==> src/rtl/req_arbiter8.sv <==
// req_arbiter8: 8-requester arbiter with a registered one-hot grant.
//   Policy is fixed priority (bit 7 highest) or round-robin, chosen by `mode`
//   at each arbitration. An optional hold limit reclaims the resource from a
//   requester that keeps it for MAX_HOLD consecutive busy cycles.
//
// Parameters
//   MAX_HOLD  max consecutive BUSY cycles per grant, 0 = unlimited (0..255)
//   HOLD_W    hold counter width, 2**HOLD_W must exceed MAX_HOLD
//
// Ports
//   clk        rising-edge clock
//   rst_n      asynchronous active-low reset
//   req[7:0]   level request vector, bit i = requester i
//   mode       0 = fixed priority, 1 = round-robin
//   gnt[7:0]   registered one-hot grant, zero when idle
//   gnt_id     index of the granted requester, 0 when no grant
//   gnt_valid  high while a grant is held
//   preempt    one-cycle pulse when a grant is revoked by hold timeout
//
// state | meaning
// IDLE  | no grant; arbitrate among pending requests on each edge
// BUSY  | grant held; watch for release or hold timeout

module req_arbiter8 #(
  parameter int MAX_HOLD = 16,
  parameter int HOLD_W   = 8
) (
  input  logic       clk,
  input  logic       rst_n,
  input  logic [7:0] req,
  input  logic       mode,
  output logic [7:0] gnt,
  output logic [2:0] gnt_id,
  output logic       gnt_valid,
  output logic       preempt
);

  typedef enum logic {IDLE, BUSY} state_t;

  // For MAX_HOLD=0 this value is unused; timeout is gated by the parameter.
  localparam logic [HOLD_W-1:0] HOLD_LAST = HOLD_W'(MAX_HOLD - 1);

  state_t            state_q, state_d;
  logic [HOLD_W-1:0] cnt_q, cnt_d;
  logic [2:0]        last_q, last_d;
  logic [7:0]        gnt_d;
  logic [2:0]        id_d;
  logic              valid_d, preempt_d;
  logic [2:0]        win_fixed, win_rr, win;
  logic              timeout;

  // Fixed priority: ascending scan so the highest set bit is the last write.
  always_comb begin
    win_fixed = 3'd0;
    for (int i = 0; i < 8; i++) begin
      if (req[i]) win_fixed = 3'(i);
    end
  end

  // Round-robin: candidates are last-1, last-2, ... last-8 (= last itself).
  // Scanning from the lowest-priority offset down lets the nearest one win.
  always_comb begin
    win_rr = 3'd0;
    for (int k = 8; k >= 1; k--) begin
      if (req[last_q - 3'(k)]) win_rr = last_q - 3'(k);
    end
  end

  assign win     = mode ? win_rr : win_fixed;
  assign timeout = (MAX_HOLD != 0) && (cnt_q == HOLD_LAST);

  always_comb begin
    state_d   = state_q;
    cnt_d     = cnt_q;
    last_d    = last_q;
    gnt_d     = gnt;
    id_d      = gnt_id;
    valid_d   = gnt_valid;
    preempt_d = 1'b0;
    case (state_q)
      IDLE: begin
        if (|req) begin
          state_d = BUSY;
          gnt_d   = 8'd1 << win;
          id_d    = win;
          valid_d = 1'b1;
          cnt_d   = '0;
          last_d  = win;
        end
      end
      BUSY: begin
        if (!req[gnt_id] || timeout) begin
          state_d   = IDLE;
          gnt_d     = 8'd0;
          id_d      = 3'd0;
          valid_d   = 1'b0;
          preempt_d = req[gnt_id];
        end else if (cnt_q != {HOLD_W{1'b1}}) begin
          cnt_d = cnt_q + 1'b1;
        end
      end
      default: state_d = IDLE;
    endcase
  end

  always_ff @(posedge clk or negedge rst_n) begin
    if (!rst_n) begin
      state_q   <= IDLE;
      cnt_q     <= '0;
      last_q    <= 3'd0;
      gnt       <= 8'd0;
      gnt_id    <= 3'd0;
      gnt_valid <= 1'b0;
      preempt   <= 1'b0;
    end else begin
      state_q   <= state_d;
      cnt_q     <= cnt_d;
      last_q    <= last_d;
      gnt       <= gnt_d;
      gnt_id    <= id_d;
      gnt_valid <= valid_d;
      preempt   <= preempt_d;
    end
  end

endmodule

==> config.mk <==
export PLATFORM = sky130hd
export DESIGN_NAME = req_arbiter8
export DESIGN_NICKNAME = d
export VERILOG_FILES = /design/src/rtl/req_arbiter8.sv
export SDC_FILE = /design/constraint.sdc
export NUM_CORES = 1
export LEC_CHECK = 0
export CAP_MARGIN = 20
export CORE_UTILIZATION = 40
export CTS_CLUSTER_SIZE = 12
export DETAILED_ROUTE_END_ITERATION = 12
export GPL_ROUTABILITY_DRIVEN = 0
export SYNTH_ARGS = -nofsm -noshare
export SYNTH_HDL_FRONTEND = slang
export SYNTH_SLANG_ARGS = --single-unit
==> constraint.sdc <==
create_clock -name clk -period 5.8 [get_ports clk]
set_input_delay 1.74 -clock clk [delete_from_list [all_inputs] [get_ports clk]]
set_output_delay 1.74 -clock clk [all_outputs]
set_load 0.02 [all_outputs]
==> results.md <==
- The number of top-level design ports is 24.
- The net count of the mapped netlist is 242.
- For the worst setup path, the data arrival time is 4410 ps.
- The area growth from synthesis to layout is 12.60%.
- The worst-skew pair later-pin latency is 270 ps.
- The number of global-route vias before repair is 1819.
- The first global-routing pass estimated 9.280 mm of wire.
- The min-delay analysis places its worst path in the category reg -> reg.
- The synthesized design contains 0 enable-type register cells.
- The share of total power dissipated in the clock network is 0.066.
- The setup clock skew after layout is 2.440 ps.
- The number of buffers added by the clock tree synthesis step is 3.
- Yosys attributes the largest share of cell area to sky130_fd_sc_hd__dfrtp_1 (27%), sky130_fd_sc_hd__mux4_2 (14%), sky130_fd_sc_hd__a32o_1 (3.5%), sky130_fd_sc_hd__nand2_1 (3.1%), sky130_fd_sc_hd__mux2i_1 (3.1%).
- Counting instances, the worst hold path has a depth of 1.
- Data on the critical path is required at its endpoint by 5960 ps.
- The number of vias in the routed layout is 1891.
- The cell area that synthesis handed to floorplanning was 2283 um^2.
- The internal power of the cells totals 0.0008150 W.
- Clock-pin slew was measured on the worst setup and hold paths at 90 ps.
- Along the worst path, the maximum fanout reaches 11.
- The leftover overflow at the end of global routing is 0.
- The highest attainable clock frequency is 235.5 MHz.
- The worst setup path is launched from an input pin.
- The logic gate share of total power is 0.737.
- The initial standard-cell utilization of the core is 0.4147.
- The number of design-rule violations left by the first detailed-router iteration is 121.
- The number of antenna violations at the first check in global routing is 0.
- The number of failing setup endpoints in the final timing report is 0.
- After synthesis, the share of flip-flops with an asynchronous set or reset is 1.000.
- The number of detailed-routing iterations run before antenna repair is 4.
- Entering global routing, the biggest net connects 26 pins.
- The count of different cell masters after synthesis is 63.
- The number of inserted diodes is 0.
- The largest vdd supply drop is 0.0002425 V.
- Averaged over all synthesized cells, the footprint is 10.02 um^2.
- The height of the die is 77.56 um.
- In the routed design, unresolved DRC markers number 0.
- The number of levels the H-tree was split into is 1.
- The root buffer cell chosen for the clock tree is sky130_fd_sc_hd__clkbuf_8.
- The average via count per standard cell is 6.100.
- The count of buffers from port buffering is 23.
- The run finished with clean final reports.
- The number of buffers inserted by hold repair at cts is 0.
- The commonest cells after synthesis are sky130_fd_sc_hd__dfrtp_1 (25), sky130_fd_sc_hd__nand2_1 (19), sky130_fd_sc_hd__nor2_1 (16).
- Leaving out filler cells and counting taps, the final layout contains 310.
- Together, buffers and inverters on the worst path number 1.
- In the final layout, the share of cells above drive strength 1 is 0.1765.
- In the final routed layout, each cell accounts on average for 18.02 um.
- Summed over all cells, the static leakage comes to 1.007 nW.
- At the pin with the least slew margin, the transition time is 763.8 ps.
- The total clock sinks is 25.
- The region available for standard cell placement spans 5507 um^2.
- The critical path start-end classification is in -> reg.
- Setup repair after global routing left no endpoint under its margin.
- On the worst path, the slowest cell contributes a delay of 640 ps.
- Counting along the longest clock path gives a buffer depth of 2.
- Of the total power, the share spent switching nets is 0.4887.
- The largest individual stage delay along the critical path comes from the cell sky130_fd_sc_hd__clkdlybuf4s50_1.
- The share of synthesized area in the top cell type comes to 0.2740.
- The number of warnings printed during yosys synthesis is 0.
- Max-cap violations in this run came to 0.
- The HPWL after detailed placement is 3.991 mm.
- Of the available clock period, the critical path in the final layout requires 0.7320.
- Across every metal layer, demand over resource in global routing totals 0.1915.
- In the final design database the tool counted 253 nets.
- The final-layout setup total negative slack is 0 ps.
- In this run, synthesis produced a sequential element count of 25.
- Buffers added to address setup during post-CTS repair amount to 0.
- Summed over all nets, the switching power comes to 0.0007788 W.
- Of the total power, registers draw 0.198.
- Including well taps, the total number of placed cells is 306.
- Measured against its own limit, the worst slew margin works out to 0.4861.
- Counting every instance in the synthesized netlist gives 228.
- The worst setup path is captured at a register.
- The depth of the worst register-to-register path is 9.
- The final hold violation count is 0.
- Post-CTS repair changed the size of 0 cells.
- The floorplan step defined a die boundary enclosing 6015 um^2.
- Of the synthesized area, sequential elements account for 0.2740.
- The max-slew violation total from the final report came to 0.
- The prevailing post-synth register cell is sky130_fd_sc_hd__dfrtp_1.
- The signal on the critical path passes through clkdlybuf4s50_1 -> mux4_2 -> mux2_2 -> o32ai_2 -> nand3_1 -> and4bb_1 -> o22a_2 -> a32o_1.
- The power density over the cells is 619.8 nW/um^2.
- The TritonCTS clock tree is built.
- Measured on the finished design, the core utilization comes to 0.4669.
- On the critical path the largest part of the delay comes from multiplexers.
- The cell with the most instances after synthesis is sky130_fd_sc_hd__dfrtp_1.
- The width of the chip is 77.56 um.
- The floorplan has 27 rows.
- The aggregate routed wire length is 5.585 mm.
- The leading area contributor after synthesis is sky130_fd_sc_hd__dfrtp_1.
- The register-to-register path setup slack is 2120 ps.
- The number of inserted filler cells in the final layout is 506.
- The cell count along the critical path is 8.
- In this run the remaining antenna-violating nets after routing total 0.
- The worst path in the final design needs a cycle of 4246 ps, including I/O delays and setup.
[layer usage]
metal	track usage	wire length, um
met5	0	0
met4	0.02075	14
met3	0.02941	186
met2	0.3018	2610
met1	0.2851	2773
[stage by stage]
| stage | hold WS (ps) | power [W] | worst slack, ps | area [um^2] |
|---|---|---|---|---|
| finish | 495.2 | 0.001594 | 1554 | 2571 |
| global route | 534.0 | 0.001712 | 1497 | 2571 |
| CTS | 504.7 | 0.001593 | 1607 | 2571 |
| detailed placement | 472.1 | 0.001480 | 1326 | 2522 |
| global placement | 474.7 | 0.001479 | 1331 | 2522 |
| floorplan | 511.6 | 0.001229 | 2085 | 2283 |
[final cells by class]
cell class	count	area [um^2]	area share
clock buffers	3	41.29	0.01606
clock inverters	1	7.507	0.002920
inverters	9	33.78	0.01314
multi-input cells	175	1528	0.5942
flip-flops and latches	25	625.6	0.2433
well taps	72	90.09	0.03504
repair buffers	25	245.2	0.09538
[power groups by stage]
stage,clock [W],combinational [W],sequential [W]
2_1_floorplan,0,0.000915,0.000314
3_3_place_gp,0,0.00116,0.000320
3_5_place_dp,0,0.00116,0.000318
4_1_cts,0.000109,0.00117,0.000315
5_1_grt,0.000117,0.00127,0.000326
6_report,0.000105,0.00117,0.000315
[placed cells by master, fill, tap and decap left out, types with 6 or more instances in the layout]
| cell type | synthesis | layout |
|---|---|---|
| sky130_fd_sc_hd__a21oi_1 | 7 | 7 |
| sky130_fd_sc_hd__nor2_1 | 16 | 16 |
| sky130_fd_sc_hd__dfrtp_1 | 25 | 25 |
| sky130_fd_sc_hd__nand2_1 | 19 | 19 |
| sky130_fd_sc_hd__o21ai_0 | 8 | 8 |
| sky130_fd_sc_hd__a32o_1 | 8 | 8 |
| sky130_fd_sc_hd__mux2i_1 | 7 | 7 |
| sky130_fd_sc_hd__and2_1 | 6 | 6 |
| sky130_fd_sc_hd__mux4_2 | 14 | 14 |
| sky130_fd_sc_hd__clkdlybuf4s50_1 | 0 | 23 |
| sky130_fd_sc_hd__inv_1 | 9 | 9 |
| sky130_fd_sc_hd__nand3_1 | 10 | 10 |
[path summary, 6_finish.rpt]
path	start	to
hold reg to reg	gnt[7]$_DFFE_PN0P_	gnt[7]$_DFFE_PN0P_
hold / removal	gnt[7]$_DFFE_PN0P_	gnt[7]$_DFFE_PN0P_
setup reg to reg	last_q[1]$_DFFE_PN0P_	gnt[4]$_DFFE_PN0P_
min in group asynchronous	rst_n	gnt[1]$_DFFE_PN0P_
max in group asynchronous	rst_n	cnt_q[7]$_DFFE_PN0P_
setup / recovery	req[2]	gnt[4]$_DFFE_PN0P_
[worst reg2reg max path: stages (launching register included)]
cell	delay [ps]
sky130_fd_sc_hd__dfrtp_1	660
sky130_fd_sc_hd__inv_1	230
sky130_fd_sc_hd__ha_1	700
sky130_fd_sc_hd__mux4_2	640
sky130_fd_sc_hd__and2_1	200
sky130_fd_sc_hd__o211ai_1	180
sky130_fd_sc_hd__a41oi_1	140
sky130_fd_sc_hd__o31ai_1	350
sky130_fd_sc_hd__nor2_1	170
sky130_fd_sc_hd__a32o_1	290
[flip-flops by register name, indices dropped and copies added (netlist names)]
name and flops:
gnt_id 3, last_q 3, gnt 8, state_q 1
gnt_valid 1, preempt 1, cnt_q 8
[kinds of logic (layout without fill, tap and decap cells)]
| group | after synthesis | in the layout | share of synthesized area |
|---|---|---|---|
| simple gates | 77 | 77 | 0.1792 |
| compound gates | 54 | 54 | 0.1918 |
| mux | 33 | 33 | 0.2477 |
| buf+inv | 28 | 38 | 0.05698 |
| flops | 25 | 25 | 0.2740 |
| xor+xnor | 8 | 8 | 0.03398 |
| fa+ha+maj | 3 | 3 | 0.01644 |
(Power assumes the default switching activity.)
